<file path="src/rtl/polyphase_decim_fir.sv">
// Decimating FIR with one time-multiplexed MAC, circular sample history and
// a runtime-writable coefficient bank. One output per DECIM accepted samples.
// Optional feature macro: FIR_ROUND_SAT_EN (round half up + saturate, adds sat_flag).
module polyphase_decim_fir #(
    parameter int DATA_W = 16,
    parameter int COEF_W = 16,
    parameter int TAPS   = 32,
    parameter int DECIM  = 2,
    parameter int OUT_W  = 16,
    parameter int SHIFT  = 15
) (
    input  logic                     clk,
    input  logic                     reset,
    input  logic                     in_valid,
    output logic                     in_ready,
    input  logic [DATA_W-1:0]        in_data,
    output logic                     out_valid,
    input  logic                     out_ready,
    output logic [OUT_W-1:0]         out_data,
    input  logic                     coef_we,
    input  logic [$clog2(TAPS)-1:0]  coef_addr,
    input  logic [COEF_W-1:0]        coef_wdata,
    output logic                     coef_err
`ifdef FIR_ROUND_SAT_EN
    ,
    output logic                     sat_flag
`endif
);

    localparam int AW     = $clog2(TAPS);
    localparam int CW     = $clog2(TAPS + 1);
    localparam int PW     = (DECIM > 1) ? $clog2(DECIM) : 1;
    localparam int PROD_W = DATA_W + COEF_W;
    localparam int ACC_W  = PROD_W + AW;

    localparam logic [AW-1:0] LAST_IDX   = AW'(TAPS - 1);
    localparam logic [CW-1:0] MAC_LAST   = CW'(TAPS);
    localparam logic [PW-1:0] PHASE_LAST = PW'(DECIM - 1);
    localparam logic [AW:0]   TAPS_EXT   = (AW + 1)'(TAPS);

    typedef enum logic [1:0] {COLLECT, MAC, OUT} state_t;

    state_t                    state, state_nxt;
    logic signed [DATA_W-1:0]  hist [TAPS];
    logic signed [COEF_W-1:0]  coef [TAPS];
    logic [AW-1:0]             wr_ptr, rd_idx, tap_idx;
    logic [PW-1:0]             phase;
    logic [CW-1:0]             mac_cnt;
    logic signed [PROD_W-1:0]  prod_r;
    logic signed [ACC_W-1:0]   acc, acc_next;
    logic                      started, accept, last_tap, addr_ok;
    logic [OUT_W-1:0]          narrow;

    assign accept   = in_valid && in_ready;
    assign last_tap = (mac_cnt == MAC_LAST);
    assign addr_ok  = ({1'b0, coef_addr} < TAPS_EXT);
    assign acc_next = acc + $signed({{AW{prod_r[PROD_W-1]}}, prod_r});

    // Coefficient index for the multiply stage; parked at 0 on the drain cycle.
    always_comb begin
        tap_idx = last_tap ? '0 : mac_cnt[AW-1:0];
    end

`ifdef FIR_ROUND_SAT_EN
    localparam logic signed [ACC_W:0] RND =
        (SHIFT > 0) ? ((ACC_W + 1)'(1) << (SHIFT > 0 ? SHIFT - 1 : 0)) : '0;
    localparam logic signed [ACC_W:0] SAT_MAX = (ACC_W + 1)'((64'sd1 <<< (OUT_W - 1)) - 64'sd1);
    localparam logic signed [ACC_W:0] SAT_MIN = (ACC_W + 1)'(-(64'sd1 <<< (OUT_W - 1)));

    logic signed [ACC_W:0] rounded;
    logic                  sat_hit;

    // Round half up, shift, then clamp into the output range.
    always_comb begin
        rounded = ($signed({acc_next[ACC_W-1], acc_next}) + RND) >>> SHIFT;
        sat_hit = 1'b0;
        narrow  = OUT_W'(rounded);
        if (rounded > SAT_MAX) begin
            narrow  = OUT_W'(SAT_MAX);
            sat_hit = 1'b1;
        end else if (rounded < SAT_MIN) begin
            narrow  = OUT_W'(SAT_MIN);
            sat_hit = 1'b1;
        end
    end
`else
    // Arithmetic shift then keep the low OUT_W bits (floor, wrap on overflow).
    always_comb begin
        narrow = OUT_W'(acc_next >>> SHIFT);
    end
`endif

    // FSM state register.
    always_ff @(posedge clk or posedge reset) begin
        if (reset) state <= COLLECT;
        else       state <= state_nxt;
    end

    // Next-state and handshake outputs.
    always_comb begin
        state_nxt = state;
        in_ready  = 1'b0;
        out_valid = 1'b0;
        case (state)
            COLLECT: begin
                in_ready = started;
                if (in_valid && started && (phase == PHASE_LAST)) state_nxt = MAC;
            end
            MAC: begin
                if (last_tap) state_nxt = OUT;
            end
            OUT: begin
                out_valid = 1'b1;
                if (out_ready) state_nxt = COLLECT;
            end
            default: state_nxt = COLLECT;
        endcase
    end

    // Sample history, phase tracking and the pipelined MAC. The product is
    // registered, so MAC spans TAPS+1 cycles: multiply on counts 0..TAPS-1,
    // accumulate on counts 1..TAPS, capturing the narrowed result on the last.
    always_ff @(posedge clk or posedge reset) begin
        if (reset) begin
            started  <= 1'b0;
            wr_ptr   <= '0;
            rd_idx   <= '0;
            phase    <= '0;
            mac_cnt  <= '0;
            prod_r   <= '0;
            acc      <= '0;
            out_data <= '0;
`ifdef FIR_ROUND_SAT_EN
            sat_flag <= 1'b0;
`endif
            for (int unsigned i = 0; i < TAPS; i++) hist[i] <= '0;
        end else begin
            started <= 1'b1;
            if (accept) begin
                hist[wr_ptr] <= in_data;
                wr_ptr       <= (wr_ptr == LAST_IDX) ? '0 : wr_ptr + 1'b1;
                rd_idx       <= wr_ptr;
                phase        <= (phase == PHASE_LAST) ? '0 : phase + 1'b1;
                mac_cnt      <= '0;
            end
            if (state == MAC) begin
                mac_cnt <= mac_cnt + 1'b1;
                prod_r  <= hist[rd_idx] * coef[tap_idx];
                rd_idx  <= (rd_idx == '0) ? LAST_IDX : rd_idx - 1'b1;
                acc     <= (mac_cnt == '0) ? '0 : acc_next;
                if (last_tap) begin
                    out_data <= narrow;
`ifdef FIR_ROUND_SAT_EN
                    sat_flag <= sat_hit;
`endif
                end
            end
`ifdef FIR_ROUND_SAT_EN
            if (state == OUT && out_ready) sat_flag <= 1'b0;
`endif
        end
    end

    // Coefficient bank: writes only land in COLLECT with an in-range index.
    always_ff @(posedge clk or posedge reset) begin
        if (reset) begin
            coef_err <= 1'b0;
            for (int unsigned i = 0; i < TAPS; i++) coef[i] <= '0;
        end else begin
            coef_err <= 1'b0;
            if (coef_we) begin
                if (state == COLLECT && addr_ok) coef[coef_addr] <= coef_wdata;
                else                             coef_err <= 1'b1;
            end
        end
    end

endmodule

</file>
<file path="config.mk">
export PLATFORM = sky130hd
export DESIGN_NAME = polyphase_decim_fir
export DESIGN_NICKNAME = d
export VERILOG_FILES = /design/src/rtl/polyphase_decim_fir.sv
export SDC_FILE = /design/constraint.sdc
export NUM_CORES = 2
export LEC_CHECK = 0
export CORE_MARGIN = 8
export CORE_UTILIZATION = 62
export CTS_CLUSTER_DIAMETER = 80
export DETAILED_ROUTE_END_ITERATION = 8
export PLACE_DENSITY = 0.79
export SETUP_SLACK_MARGIN = 0.1
export SLEW_MARGIN = 20
export SYNTH_ARGS = -nofsm -noshare
export SYNTH_HDL_FRONTEND = slang
export SYNTH_SLANG_ARGS = --single-unit
</file>
<file path="constraint.sdc">
create_clock -name clk -period 51.9 [get_ports clk]
set_input_delay 10.38 -clock clk [delete_from_list [all_inputs] [get_ports clk]]
set_output_delay 10.38 -clock clk [all_outputs]
set_load 0.005 [all_outputs]
</file>
Word level (Yosys, flattened, before mapping)

Cells that the tools add are included.

Register bits: 1130

$add $sub $neg: 5
Multipliers: 1
Order comparisons: 6
Equal/unequal tests: 7
Mux-type cells: 29
Bitwise logic cells: 4
Reduce and logical (&&, ||, !) cells: 12

Operators with widths:

| kind                                                                          | number |
|---|---|
| 512-bit bitwise mux                                                           | 2 |
| 16-bit binary-select mux with 5-bit select                                    | 2 |
| 16-bit demux with 5-bit select                                                | 2 |
| 16-bit 2-to-1 mux                                                             | 6 |
| 37-bit by 32-bit adder with 37-bit output                                     | 1 |
| 37-bit 2-to-1 mux                                                             | 1 |
| 16-bit by 16-bit multiplier with 32-bit output                                | 1 |
| 5-bit 2-to-1 mux                                                              | 5 |
| 6-bit greater-or-equal comparator (second input constant)                     | 4 |
| 5-bit NOT with 6-bit output                                                   | 4 |
| 6-bit by 1-bit less-than comparator with 1-bit output (second input constant) | 2 |
| 6-bit 2-to-1 mux                                                              | 2 |
| 6-bit by 1-bit adder with 6-bit output (second input constant)                | 1 |
| 6-bit == test (second input constant)                                         | 1 |
| 6-bit logical NOT                                                             | 1 |
| 2-bit 2-to-1 mux                                                              | 3 |
| 2-bit inequality test (second input constant)                                 | 3 |
| 2-bit one-hot mux with 3 select lines                                         | 1 |
| 5-bit by 1-bit adder with 5-bit output (second input constant)                | 1 |
| 5-bit == test (second input constant)                                         | 1 |
| 1-bit logical AND                                                             | 5 |
| 5-bit logical NOT                                                             | 1 |
| 1-bit 2-to-1 mux                                                              | 5 |
| 5-bit by 1-bit subtractor with 5-bit output (second input constant)           | 1 |
| 7 further kinds                                                               | 8 |

Logic depth before layout (Yosys ltp)

Depth in word-level cells: 7
Mapped depth: 39

Worst setup path after synthesis

No wires, ideal clock.

Path type: input to register
Start: in coef_addr[3]
End: reg coef[352] in the netlist's numbering
Library setup time: 125 ps
Data arrival time: 12136 ps
Data required time: 51775 ps
Path slack: 39639 ps
Stages: 5
Path buffers: 2
Cell sequence: clkbuf_1 > or3b_2 > nor2_1 > clkbuf_1 > mux2_2

Cells in the longest elaborated chain, start to end: 6
Elaborated cells on any way between the ends: 7
Those cells by class: order compare: 2; mux: 3; bitwise: 1; reduce/logical: 1

Ends and longest elaborated chain:

| item                                                                                                                             | RTL line | source |
|---|---|---|
| start: declaration                                                                                                               | 21       | `input logic [$clog2(TAPS)-1:0] coef_addr,` |
| 5-bit NOT with 6-bit output (not written as such) (*)                                                                            | 172      | `if (state == COLLECT && addr_ok) coef[coef_addr] <= coef_wdata;` |
| 6-bit greater-or-equal comparator (not written as such) or 6-bit by 1-bit less-than comparator with 1-bit output (tied branches) | 172      |  |
| 1-bit logical AND (not written as such)                                                                                          | 172      |  |
| 16-bit 2-to-1 mux (not written as such)                                                                                          | 172      |  |
| 16-bit demux with 5-bit select (*)                                                                                               | 172      |  |
| 512-bit bitwise mux (*)                                                                                                          | 172      |  |
| end signal: indexed assignment                                                                                                   | 172      |  |
| end: declaration                                                                                                                 | 45       | `logic signed [COEF_W-1:0] coef [TAPS];` |

Every way passes the cells marked *; elsewhere a longest branch is shown, timed or not.
A chain may end at the register's enable or synchronous reset.

==> summary.txt <==
Run status
  – Outcome: complete, no violations

Placement
  – Cells after DPL: 5707
  – Routability cong.: 0.8395
  – Pre-CTS setup slack: 37.28 ns
  – Dpl hpwl: 90.11 mm
  – Port Buffers: 60

Synthesis
  – Synth cell types: 80
  – Ys async rst share: 100.0%
  – Syn avg cell area: 13.36 um^2
  – Synth top area share: 45.69%
  – #FFs+latches synth: 1123
  – Sequential area share after synthesis: 45.69%
  – Ranking of synthesized cells by area: dfrtp_1, mux2_2, mux4_2
  – Post-synth EDFFs: 0
  – Synth warnings: 0
  – Mapped Cells: 4603
  – Ys flop type: dfrtp_1
  – Syn Nets: 5020
  – Synth Cell Area: 61510 um^2
  – Post-synth top area cell: dfrtp_1

Detailed routing
  – Routed Antenna Nets: 0
  – Drt initial violations: 3150
  – DRC: 0
  – Drt pass-1 iters: 6
  – Routed len/inst: 24.32 um
  – Vias: 37250
  – WL final: 143.8 mm
  – Vias/cell: 6.300

Critical path
  – Worst r2r src: mac_cnt[1]$_DFFE_PP0P_
  – Crit-path leading delay family: buffers and inverters
  – Worst setup SP type: input port
  – Critical path, cell by cell: clkdlybuf4s50_1, inv_8, buf_4, buf_4, buf_4
  – CP Capture Type: asynchronous set/reset pin
  – Worst Setup Path Type: input port to asynchronous set/reset pin
  – Worst Path Required: 52.59 ns
  – WP buf/inv: 5
  – Cell repeated most along the worst path: buf_4
  – Worst path max stage delay: 0.89 ns
  – Highest-delay cell along the critical path: buf_4
  – Biggest fanout along the worst timing path: 134
  – WP data arrival: 14.40 ns
  – Critical Path Source: reset

STA
  – Fin crit share: 26.43%
  – Actual slew at the worst max-slew pin: 1.209 ns
  – Worst setup slack after layout: 38.18 ns
  – Setup violators final: 0
  – Worst rel slew slack: 19.20%
  – Clk_skew: 0.03965 ns
  – Tmin final: 13.72 ns
  – Setup_tns: 0 ns
  – Final count of hold timing violations: 0
  – Max-slew violations: 0
  – Maximum clock frequency: 0.07290 GHz
  – Unrepaired setup endpoints after global routing: false

Final layout
  – Fillers: 6797
  – Layout cells sized above 1: 36.08%
  – Non-filler cells, final: 5913
  – FF/Latch Area: 28120 um^2
  – Ant diodes: 0
  – Area added between synthesis and finish: 8.694%
  – Area taken by multi-input logic gates: 30860 um^2
  – Nets@finish: 4951

CTS
  – Max Buffers Root-to-Sink: 3
  – CTS tree: yes
  – Htree depth: 3
  – Worst skew pair latency: 0.71 ns
  – Clock root buffer: clkbuf_16
  – Reg clk slew, reported paths: 0.06 ns
  – Hold-fix buffers, CTS: 0
  – Post-CTS Resized: 0
  – Post-CTS Repair Setup Buffers: 0
  – Sink Count: 1123
  – Clock buffer count from CTS: 112

Global routing
  – Gr usage total: 26.94%
  – Gr ovfl total: 0
  – Vias in the first global route: 39840
  – Initial antenna violation count: 4
  – Largest net degree at the start of global routing: 179
  – Global-route wire length before repair: 230.2 mm

Die
  – Num ports: 61
  – Chip height: 331.0 um
  – Row cnt: 115
  – Die Area: 109500 um^2
  – Initial Utilization: 62.50%
  – Die width: 331.0 um
  – Core area: 98420 um^2

Pwr
  – Max IR drop VDD: 0.00003679 V
  – PD cells: 55.33 nW/um^2
  – Lkg Pwr: 32.21 nW

Run
  – Max cap viols: 0

Worst hold path
  – HP Start: phase$_DFFE_PP0P_
  – Worst min path class: flop to flop
cells in the mapped netlist (18+ instances only):
master,count
xnor2_1,38
o211ai_1,22
nand3_1,18
nor2_1,184
o21ai_0,77
nor2b_1,49
nand2_1,198
nand2b_1,80
inv_1,321
clkbuf_1,257
mux4_2,232
a21oi_1,87
buf_2,43
or2_1,19
fa_1,257
buf_1,23
xor2_1,23
ha_1,118
dfrtp_1,1123
a222oi_1,52
a22o_1,19
a21o_1,23
mux2_2,1103
flip-flops by register name, summed over array words and instances, names as in the netlist, 2 cells and up:
name      flops
acc          31
coef        512
hist        512
mac_cnt       6
out_data     16
prod_r       31
rd_idx        5
state         2
wr_ptr        5
per-layer routing:
| metal | GRT usage, % | part of all wire, % | up-vias |
|---|---|---|---|
| met3 | 5.230 | 6.9 | 255 |
| met4 | 7.654 | 2.7 | 6 |
| met1 | 37.58 | 43 | 19756 |
| li1 | - | - | 16101 |
| met2 | 43.54 | 48 | 1132 |
| met5 | 0 | 0.029 | - |
power by group:
group | internal (mW) | switching, mW | total, mW
sequential | 1.08 | 0.129 | 1.21
clock | 0.475 | 0.348 | 0.823
combinational | 0.753 | 0.914 | 1.67
worst reg2reg max path, delay by kind of cell, from the launching register on:
family                   cells  cell delay (ns)
AND/OR/NAND/NOR              5             1.18
buffers and inverters        6             1.50
XOR/XNOR                     1             0.21
multiplexers                 1             0.33
AO/OA/AOI/OAI               11             3.12
flip-flops                   1             0.57
adder cells (fa/ha/maj)      8             3.59
kinds of logic (layout without fill, tap and decap cells):
family | Yosys count | after routing | share of synthesized area, %
multiplexers | 1350 | 1350 | 28.93
AO/OA/AOI/OAI | 392 | 392 | 4.494
other | 1 | 1 | 0.006097
buffers and inverters | 661 | 684 | 4.245
flip-flops | 1123 | 1123 | 45.69
XOR/XNOR | 61 | 61 | 0.8686
adder cells (fa/ha/maj) | 375 | 375 | 10.77
AND/OR/NAND/NOR | 640 | 640 | 5.000
layout make-up:
cell class | instances | area share, %
Clock inverter | 41 | 0.7355
Timing Repair Buffer | 152 | 1.864
Clock buffer | 165 | 4.924
Multi-Input combinational cell | 2819 | 46.17
Sequential cell | 1123 | 42.06
Inverter | 326 | 1.842
Tap cell | 1287 | 2.409
per-stage QoR:
step	power (mW)	instance area [um^2]	util [%]	hold WS, ns
after detailed placement	2.881	63140	64.16	0.4622
after CTS	3.712	66930	68.00	0.4741
final	3.699	66860	67.93	0.4772
after floorplan	2.468	61510	-	0.4425
after global placement	2.818	63160	64.17	0.4582
after global routing	3.950	66860	67.93	0.4983
worst paths after layout:
path | endpoint | slack [ns] | cells after the start
min | phase$_DFFE_PP0P_ | 0.48 | 1
min in group asynchronous | coef[322]$_DFFE_PP0P_ | 10.35 | 2
min reg2reg | phase$_DFFE_PP0P_ | 0.48 | 1
max reg2reg | prod_r[27]$_DFFE_PP0P_ | 41.25 | 32
max in group clk | in_ready | 38.98 | 3
max | hist[257]$_DFFE_PP0P_ | 38.18 | 5
cell usage in the layout (no fill, tap or decap), types with 41 or more instances in the layout:
| cell type | instances |
|---|---|
| dfrtp_1 | 1117 |
| mux2_2 | 1103 |
| inv_1 | 320 |
| fa_1 | 257 |
| mux4_2 | 232 |
| nand2_1 | 197 |
| nor2_1 | 177 |
| ha_1 | 118 |
| clkbuf_16 | 112 |
| buf_4 | 88 |
| a21oi_1 | 85 |
| nand2b_1 | 79 |
| o21ai_0 | 77 |
| a222oi_1 | 52 |
| nor2b_1 | 48 |
| clkdlybuf4s50_1 | 41 |
Power figures use the tool's default switching activity.
